===== config.mk =====
export PLATFORM = sky130hd
export DESIGN_NAME = tx_buff_param_flat
export DESIGN_NICKNAME = d
export VERILOG_FILES = /design/src/rtl/tx_buff_param_if.sv /design/src/rtl/tx_buff_param.sv /design/src/flat_wrapper.sv
export SDC_FILE = /design/constraint.sdc
export NUM_CORES = 1
export LEC_CHECK = 0
export CORE_UTILIZATION = 53
export DETAILED_ROUTE_END_ITERATION = 10
export PLACE_DENSITY_LB_ADDON = 0.25
export SYNTH_ARGS = -nofsm -noshare
export SYNTH_HDL_FRONTEND = slang
export SYNTH_SLANG_ARGS = --single-unit

===== constraint.sdc =====
create_clock -name clk -period 4 [get_ports clk]
set_input_delay 0.8 -clock clk [delete_from_list [all_inputs] [get_ports clk]]
set_output_delay 0.8 -clock clk [all_outputs]
set_load 0.02 [all_outputs]

===== src/rtl/tx_buff_param_if.sv =====
// ---------------------------------------------------------------------------
// tx_buff_param_if
// Groups the host-side byte handshake, frame-generator handshake and the
// frame buffer outputs of tx_buff_param into one bundle.
//   master modport : host / frame generator side (drives load, bytes, ack,
//                    abort; observes buffer and status)
//   slave modport  : the frame buffer itself
// Parameters must match the ones given to tx_buff_param.
// ---------------------------------------------------------------------------
interface tx_buff_param_if #(
    parameter int DATA_W    = 8,
    parameter int HDR_BYTES = 2,
    parameter int MAX_DATA  = 8
);
    localparam int NBYTES = HDR_BYTES + MAX_DATA;
    localparam int CNT_W  = $clog2(NBYTES + 1);

    logic                     tx_buff_ld;
    logic [DATA_W-1:0]        data_in;
    logic                     data_valid;
    logic                     data_ready;
    logic                     frame_ack;
    logic                     abort;
    logic                     tx_buff_busy;
    logic                     frame_rdy;
    logic [NBYTES*DATA_W-1:0] tx_buff;
    logic                     rtr;
    logic [3:0]               dlc;
    logic [CNT_W-1:0]         byte_cnt;
    logic                     load_err;

    modport master (
        output tx_buff_ld, data_in, data_valid, frame_ack, abort,
        input  data_ready, tx_buff_busy, frame_rdy, tx_buff, rtr, dlc,
               byte_cnt, load_err
    );

    modport slave (
        input  tx_buff_ld, data_in, data_valid, frame_ack, abort,
        output data_ready, tx_buff_busy, frame_rdy, tx_buff, rtr, dlc,
               byte_cnt, load_err
    );
endinterface


===== src/rtl/tx_buff_param.sv =====
// ---------------------------------------------------------------------------
// tx_buff_param
// Frame assembly buffer. A host loads a frame byte by byte (header bytes,
// the last of which is the control byte, followed by a payload whose length
// comes from the control byte). The complete frame is then held for a frame
// generator until it acknowledges, or until the host aborts.
// Ports:
//   clk   : sole clock, rising edge
//   reset : asynchronous, active-low reset
//   bus   : tx_buff_param_if.slave
//           tx_buff_ld  - start-of-frame load request (honoured in IDLE only)
//           data_in / data_valid / data_ready - byte handshake
//           frame_ack   - frame generator consumed the frame
//           abort       - cancel a load (clears) or release a frame (keeps)
//           tx_buff     - slot k at bits [k*DATA_W +: DATA_W]
//           rtr / dlc   - flags captured from the control byte
//           byte_cnt    - bytes accepted in the current frame
//           tx_buff_busy, frame_rdy, load_err - status
// ---------------------------------------------------------------------------
module tx_buff_param #(
    parameter int DATA_W    = 8,
    parameter int HDR_BYTES = 2,
    parameter int MAX_DATA  = 8
) (
    input  logic           clk,
    input  logic           reset,
    tx_buff_param_if.slave bus
);
    localparam int NBYTES = HDR_BYTES + MAX_DATA;
    localparam int CNT_W  = $clog2(NBYTES + 1);

    localparam logic [CNT_W-1:0] CNT_ZERO = {CNT_W{1'b0}};
    localparam logic [CNT_W-1:0] CNT_ONE  = CNT_W'(1);
    localparam logic [CNT_W-1:0] HDR_LAST = CNT_W'(HDR_BYTES - 1);
    localparam logic [CNT_W-1:0] HDR_LEN  = CNT_W'(HDR_BYTES);

    typedef enum logic [1:0] {
        IDLE      = 2'd0,
        LOAD_HDR  = 2'd1,
        LOAD_DATA = 2'd2,
        READY     = 2'd3
    } state_t;

    state_t                   state_r;
    state_t                   state_next_s;
    logic                     clear_s;
    logic                     accept_s;
    logic                     err_s;
    logic                     ctrl_byte_s;
    logic [CNT_W-1:0]         cnt_inc_s;
    logic [CNT_W-1:0]         pl_s;

    logic [NBYTES*DATA_W-1:0] tx_buff_r;
    logic [CNT_W-1:0]         byte_cnt_r;
    logic [CNT_W-1:0]         target_r;
    logic                     rtr_r;
    logic [3:0]               dlc_r;
    logic                     load_err_r;
    logic                     frame_rdy_r;
    logic                     busy_r;

    // Payload length from a control byte: zero for remote requests, else the
    // raw length code clamped to the payload capacity.
    function automatic logic [CNT_W-1:0] payload_len(input logic [DATA_W-1:0] ctrl);
        logic [31:0] dlc_v;
        dlc_v = {28'd0, ctrl[3:0]};
        if (ctrl[4]) begin
            payload_len = CNT_ZERO;
        end else if (dlc_v > 32'(MAX_DATA)) begin
            payload_len = CNT_W'(MAX_DATA);
        end else begin
            payload_len = CNT_W'(dlc_v);
        end
    endfunction

    assign cnt_inc_s   = byte_cnt_r + CNT_ONE;
    assign ctrl_byte_s = (byte_cnt_r == HDR_LAST);
    assign pl_s        = payload_len(bus.data_in);

    // State register.
    always_ff @(posedge clk or negedge reset) begin
        if (!reset) begin
            state_r <= IDLE;
        end else begin
            state_r <= state_next_s;
        end
    end

    // Next-state and datapath control decode; abort outranks a byte transfer.
    always_comb begin
        state_next_s = state_r;
        clear_s      = 1'b0;
        accept_s     = 1'b0;
        err_s        = 1'b0;
        case (state_r)
            IDLE: begin
                if (bus.tx_buff_ld) begin
                    clear_s      = 1'b1;
                    state_next_s = LOAD_HDR;
                end else begin
                    state_next_s = IDLE;
                end
            end
            LOAD_HDR: begin
                if (bus.abort) begin
                    clear_s      = 1'b1;
                    err_s        = 1'b1;
                    state_next_s = IDLE;
                end else if (bus.data_valid) begin
                    accept_s = 1'b1;
                    if (ctrl_byte_s) begin
                        if (pl_s == CNT_ZERO) begin
                            state_next_s = READY;
                        end else begin
                            state_next_s = LOAD_DATA;
                        end
                    end else begin
                        state_next_s = LOAD_HDR;
                    end
                end else begin
                    state_next_s = LOAD_HDR;
                end
            end
            LOAD_DATA: begin
                if (bus.abort) begin
                    clear_s      = 1'b1;
                    err_s        = 1'b1;
                    state_next_s = IDLE;
                end else if (bus.data_valid) begin
                    accept_s = 1'b1;
                    if (cnt_inc_s == target_r) begin
                        state_next_s = READY;
                    end else begin
                        state_next_s = LOAD_DATA;
                    end
                end else begin
                    state_next_s = LOAD_DATA;
                end
            end
            READY: begin
                // ack and abort both release the frame with contents kept
                if (bus.frame_ack || bus.abort) begin
                    state_next_s = IDLE;
                end else begin
                    state_next_s = READY;
                end
            end
            default: begin
                state_next_s = IDLE;
            end
        endcase
    end

    // Frame storage, byte counter and control-byte fields.
    always_ff @(posedge clk or negedge reset) begin
        if (!reset) begin
            tx_buff_r  <= {(NBYTES*DATA_W){1'b0}};
            byte_cnt_r <= CNT_ZERO;
            target_r   <= CNT_ZERO;
            rtr_r      <= 1'b0;
            dlc_r      <= 4'd0;
        end else if (clear_s) begin
            tx_buff_r  <= {(NBYTES*DATA_W){1'b0}};
            byte_cnt_r <= CNT_ZERO;
            target_r   <= CNT_ZERO;
            rtr_r      <= 1'b0;
            dlc_r      <= 4'd0;
        end else if (accept_s) begin
            // Indexed write: slot k only ever receives byte k.
            for (int k = 0; k < NBYTES; k++) begin
                if (byte_cnt_r == CNT_W'(k)) begin
                    tx_buff_r[k*DATA_W +: DATA_W] <= bus.data_in;
                end else begin
                    tx_buff_r[k*DATA_W +: DATA_W] <= tx_buff_r[k*DATA_W +: DATA_W];
                end
            end
            byte_cnt_r <= cnt_inc_s;
            if (ctrl_byte_s) begin
                rtr_r    <= bus.data_in[4];
                dlc_r    <= bus.data_in[3:0];
                target_r <= HDR_LEN + pl_s;
            end else begin
                rtr_r    <= rtr_r;
                dlc_r    <= dlc_r;
                target_r <= target_r;
            end
        end else begin
            tx_buff_r  <= tx_buff_r;
            byte_cnt_r <= byte_cnt_r;
            target_r   <= target_r;
            rtr_r      <= rtr_r;
            dlc_r      <= dlc_r;
        end
    end

    // Status flags registered from the next state so they line up with it.
    always_ff @(posedge clk or negedge reset) begin
        if (!reset) begin
            load_err_r  <= 1'b0;
            frame_rdy_r <= 1'b0;
            busy_r      <= 1'b0;
        end else begin
            load_err_r  <= err_s;
            frame_rdy_r <= (state_next_s == READY);
            busy_r      <= (state_next_s != IDLE);
        end
    end

    assign bus.data_ready   = (state_r == LOAD_HDR) || (state_r == LOAD_DATA);
    assign bus.tx_buff      = tx_buff_r;
    assign bus.byte_cnt     = byte_cnt_r;
    assign bus.rtr          = rtr_r;
    assign bus.dlc          = dlc_r;
    assign bus.load_err     = load_err_r;
    assign bus.frame_rdy    = frame_rdy_r;
    assign bus.tx_buff_busy = busy_r;

endmodule


===== src/flat_wrapper.sv =====
// flat-port wrapper written by rule: the top's interface ports become plain ports
module tx_buff_param_flat 
#(
    parameter int DATA_W    = 8,
    parameter int HDR_BYTES = 2,
    parameter int MAX_DATA  = 8
)
  (clk, reset, bus_tx_buff_ld, bus_data_in, bus_data_valid, bus_frame_ack, bus_abort, bus_data_ready, bus_tx_buff_busy, bus_frame_rdy, bus_tx_buff, bus_rtr, bus_dlc, bus_byte_cnt, bus_load_err);
  tx_buff_param_if #(.DATA_W(DATA_W), .HDR_BYTES(HDR_BYTES), .MAX_DATA(MAX_DATA)) bus_i ();
  input  logic clk;
  input  logic reset;
  input wire logic [$bits(bus_i.tx_buff_ld)-1:0] bus_tx_buff_ld;
  input wire logic [$bits(bus_i.data_in)-1:0] bus_data_in;
  input wire logic [$bits(bus_i.data_valid)-1:0] bus_data_valid;
  input wire logic [$bits(bus_i.frame_ack)-1:0] bus_frame_ack;
  input wire logic [$bits(bus_i.abort)-1:0] bus_abort;
  output wire logic [$bits(bus_i.data_ready)-1:0] bus_data_ready;
  output wire logic [$bits(bus_i.tx_buff_busy)-1:0] bus_tx_buff_busy;
  output wire logic [$bits(bus_i.frame_rdy)-1:0] bus_frame_rdy;
  output wire logic [$bits(bus_i.tx_buff)-1:0] bus_tx_buff;
  output wire logic [$bits(bus_i.rtr)-1:0] bus_rtr;
  output wire logic [$bits(bus_i.dlc)-1:0] bus_dlc;
  output wire logic [$bits(bus_i.byte_cnt)-1:0] bus_byte_cnt;
  output wire logic [$bits(bus_i.load_err)-1:0] bus_load_err;
  assign bus_i.tx_buff_ld = bus_tx_buff_ld;
  assign bus_i.data_in = bus_data_in;
  assign bus_i.data_valid = bus_data_valid;
  assign bus_i.frame_ack = bus_frame_ack;
  assign bus_i.abort = bus_abort;
  assign bus_data_ready = bus_i.data_ready;
  assign bus_tx_buff_busy = bus_i.tx_buff_busy;
  assign bus_frame_rdy = bus_i.frame_rdy;
  assign bus_tx_buff = bus_i.tx_buff;
  assign bus_rtr = bus_i.rtr;
  assign bus_dlc = bus_i.dlc;
  assign bus_byte_cnt = bus_i.byte_cnt;
  assign bus_load_err = bus_i.load_err;
  tx_buff_param #(.DATA_W(DATA_W), .HDR_BYTES(HDR_BYTES), .MAX_DATA(MAX_DATA)) u_core (.clk(clk), .reset(reset), .bus(bus_i));
endmodule

==> impl_metrics.csv <==
group,metric,value,unit
power,leakage,2.99,nW
logic_synthesis,synthDistinctLibCells,30,
logic_synthesis,synth_seq_cells,93,
power,comb_power_share,0.251,
layout,nNetsFinal,478,
logic_synthesis,synth_top_cells_by_area,"dfrtp_1 55%, mux2i_1 20%, nor2_1 7.9%",
critical_path,crit_buf_inv,2,
layout,fillers,605,
floorplanning,coreArea,0.00769,mm^2
routing,drc,0,
sta,fmax,0.385,GHz
routing,post_drt_wl_per_cell,17.1,um
grt,grt_first_pass_wirelength,15900,um
critical_path,r2r_cells,7,
clock_tree,post_cts_buffers,0,
critical_path,path_cells,"inv_1 > ha_1 > clkdlybuf4s50_1",
place,dpl.hpwl,6300,um
critical_path,worstPathArrival,1.80,ns
min_path,hold_class,"flip-flop to flip-flop",
place,dpl_worst_slack,1.19,ns
clock_tree,tritoncts,"done",
logic_synthesis,netlist.area_leader.share,0.554,
power,clkPwrFrac,0.262,
logic_synthesis,synthesis.nets,388,
sta,worst_slack,1.40,ns
power,vdd_drop_max,220,uV
power,internal_power,0.00139,W
sta,finalCritPeriodShare,0.649,
clock_tree,h-tree-depth,3,
routing,drt_wl_total,9600,um
critical_path,setup.worst_path.end_class,"output pin",
layout,drive_gt1_frac,0.0590,
sta,worst_slew_pin_slew,1.06,ns
grt,grt_usage,0.249,
routing,ant_nets,0,
critical_path,critPathLaunchType,"flip-flop",
layout,final_common_cell,"clkdlybuf4s50_1",
layout,syn2layout_area_growth,29.1,%
routing,vias_per_cell,5.25,
grt,grt_max_degree,89,
logic_synthesis,avgSynthCellArea,11.5,um^2
floorplanning,die_h,91.1,um
critical_path,reg2reg_from,"u_core.state_r[0]",
clock_tree,clock_latency,0.35,ns
logic_synthesis,synth_cells,364,
grt,grt_pass1_vias,3003,
status,status,"finished, final reports clean",
layout,mostFrequentLayoutCells,"105 x clkdlybuf4s50_1, 93 x dfrtp_1, 88 x nor2_1, 82 x mux2i_1, 10 x ha_1",
sta,rsz0062_at_grt,"false",
logic_synthesis,yosys_warnings,0,
clock_tree,cts_resized,0,
critical_path,cp-startpoint,"u_core.state_r[0]",
routing,drtIter0Drc,132,
power,p_seq_frac,0.487,
sta,setup_tns,0,ns
critical_path,crit_path_max_fanout,4,
critical_path,crit_slowest_cell,"clkdlybuf4s50_1",
critical_path,crit_end,"bus_data_ready",
layout,n_antenna_cell,0,
sta,clock_skew,0.0102,ns
clock_tree,cts_num_sinks,93,
sta,maxSlewHeadroom,0.293,
critical_path,crit_cells,3,
sta,period_minus_slack,2.60,ns
power,netSwitchingFraction,0.335,
power,power.density,385,mW/mm^2
floorplanning,dieArea,0.00829,mm^2
grt,grt-ovfl-total,0,
logic_synthesis,synth_top_cell_by_area,"dfrtp_1",
layout,utilization,0.706,
critical_path,cp_top_family,"buffers and inverters",
logic_synthesis,yosysSeqAreaShare,0.554,
grt,antenna_found_initial,0,
floorplanning,num_rows,32,
clock_tree,hold_buffers,0,
sta,fin_hold_ws,0.528,ns
sta,finalSetupViolations,0,
floorplanning,io_pins,107,
sta,slew_violations,0,
clock_tree,cts_buffer_depth,2,
logic_synthesis,netlist_area,0.00420,mm^2
critical_path,critPathRequiredTime,3.20,ns
critical_path,criticalPathCategory,"flip-flop to output pin",
clock_tree,clk_pin_slew,0.09,ns
routing,num_vias,2939,
critical_path,critPathMaxStageDelay,0.62,ns
routing,drt_pre_antenna_iters,4,
run,cap_violations,0,
critical_path,rrSetupSlack,1.77,ns
place,routabilityCongestion,0.793,
floorplanning,start_util,0.547,
clock_tree,clock-root-buffer,"clkbuf_8",
place,port_buffers,106,
sta,final_hold_viol_count,0,
critical_path,r2r-end,"u_core.bus.tx_buff[18]",
power,net-switching-power,0.000700,W
clock_tree,cts_buffers,9,
floorplanning,die_w,91.1,um
-- final cells by class --
cell class,count,area [um^2],area share
clock inverter,5,36.3,0.00668
inverter,6,22.5,0.00415
timing repair buffer,110,1090,0.201
tap,102,128,0.0235
multi-input combinational,234,1700,0.313
sequential,93,2330,0.429
clock buffer,10,128,0.0235
-- worst reg2reg max path: stages (launching register included) --
cell,delay (ns)
dfrtp_1,0.39
inv_1,0.09
ha_1,0.34
nor4bb_2,0.23
buf_4,0.23
nand3b_1,0.40
mux2i_1,0.30
nor2_1,0.08
-- power by group through the flow --
stage	logic [W]	clock network [W]	registers (W)
2_1_floorplan	0.000302	0	0.00108
3_3_place_gp	0.000525	0	0.00103
3_5_place_dp	0.000527	0	0.00104
4_1_cts	0.000531	0.000562	0.00102
5_1_grt	0.000574	0.000600	0.00102
6_report	0.000525	0.000549	0.00102
-- per-layer routing --
layer | vias up | track usage | part of all wire
li1 | 1376 | - | -
met1 | 1468 | 0.331 | 0.44
met2 | 82 | 0.397 | 0.48
met3 | 13 | 0.0754 | 0.067
met4 | 0 | 0.0701 | 0.010
met5 | - | 0 | 0
-- sequential cells by signal (all words and copies together), names as in the netlist --
| register | flops |
|---|---|
| u_core.target_r | 4 |
| u_core.state_r | 2 |
| u_core.bus.tx_buff_busy | 1 |
| u_core.bus.frame_rdy | 1 |
| u_core.bus.load_err | 1 |
| u_core.bus.tx_buff | 77 |
| u_core.bus.dlc | 3 |
| u_core.bus.byte_cnt | 4 |
-- synthesized netlist by cell type (all sizes together) --
cell type  count
and3b          1
a21oi          6
a21boi         2
nand2          5
o2111ai        1
nand4b         3
a311oi         1
xnor2          3
nor4bb         1
inv            6
o31a           1
nand2b         4
clkbuf        14
mux2i         82
ha            10
nor2          89
dfrtp         93
buf           17
nand3b         5
xor2           6
or4            1
a211oi         1
or2            2
nand3          5
and2           4
and4bb         1
-- metrics by stage --
stage,cells,area [um^2],power (W)
after global placement,545,5270,0.00156
after detailed placement,545,5270,0.00156
final,560,5430,0.00209
after global routing,560,5430,0.00220
after floorplan,364,4200,0.00138
after CTS,560,5430,0.00211
-- cells by family (layout without fill, tap and decap cells) --
group                    count (synthesis)  count (layout)  share of synthesized area
AND/OR/NAND/NOR                        121             121                      0.137
flip-flops                              93              93                      0.554
multiplexers                            82              82                      0.195
buffers and inverters                   37             131                     0.0455
AO/OA/AOI/OAI                           12              12                     0.0202
adder cells (fa/ha/maj)                 10              10                     0.0298
XOR/XNOR                                 9               9                     0.0188
-- worst min-delay path by stage --
| stage | start | to | slack (ns) | cells after the start |
|---|---|---|---|---|
| detailed placement | u_core.bus.tx_buff[51] | u_core.bus.tx_buff[51] | 0.52 | 2 |
| floorplan | reset | u_core.bus.byte_cnt[0] | 0.50 | 0 |
| CTS | u_core.bus.tx_buff[51] | u_core.bus.tx_buff[51] | 0.54 | 2 |
| global route | u_core.bus.tx_buff[40] | u_core.bus.tx_buff[40] | 0.56 | 2 |
| global placement | u_core.bus.tx_buff[34] | u_core.bus.tx_buff[34] | 0.50 | 2 |
| finish | u_core.bus.tx_buff[51] | u_core.bus.tx_buff[51] | 0.53 | 2 |
Power figures use the tool's default switching activity.
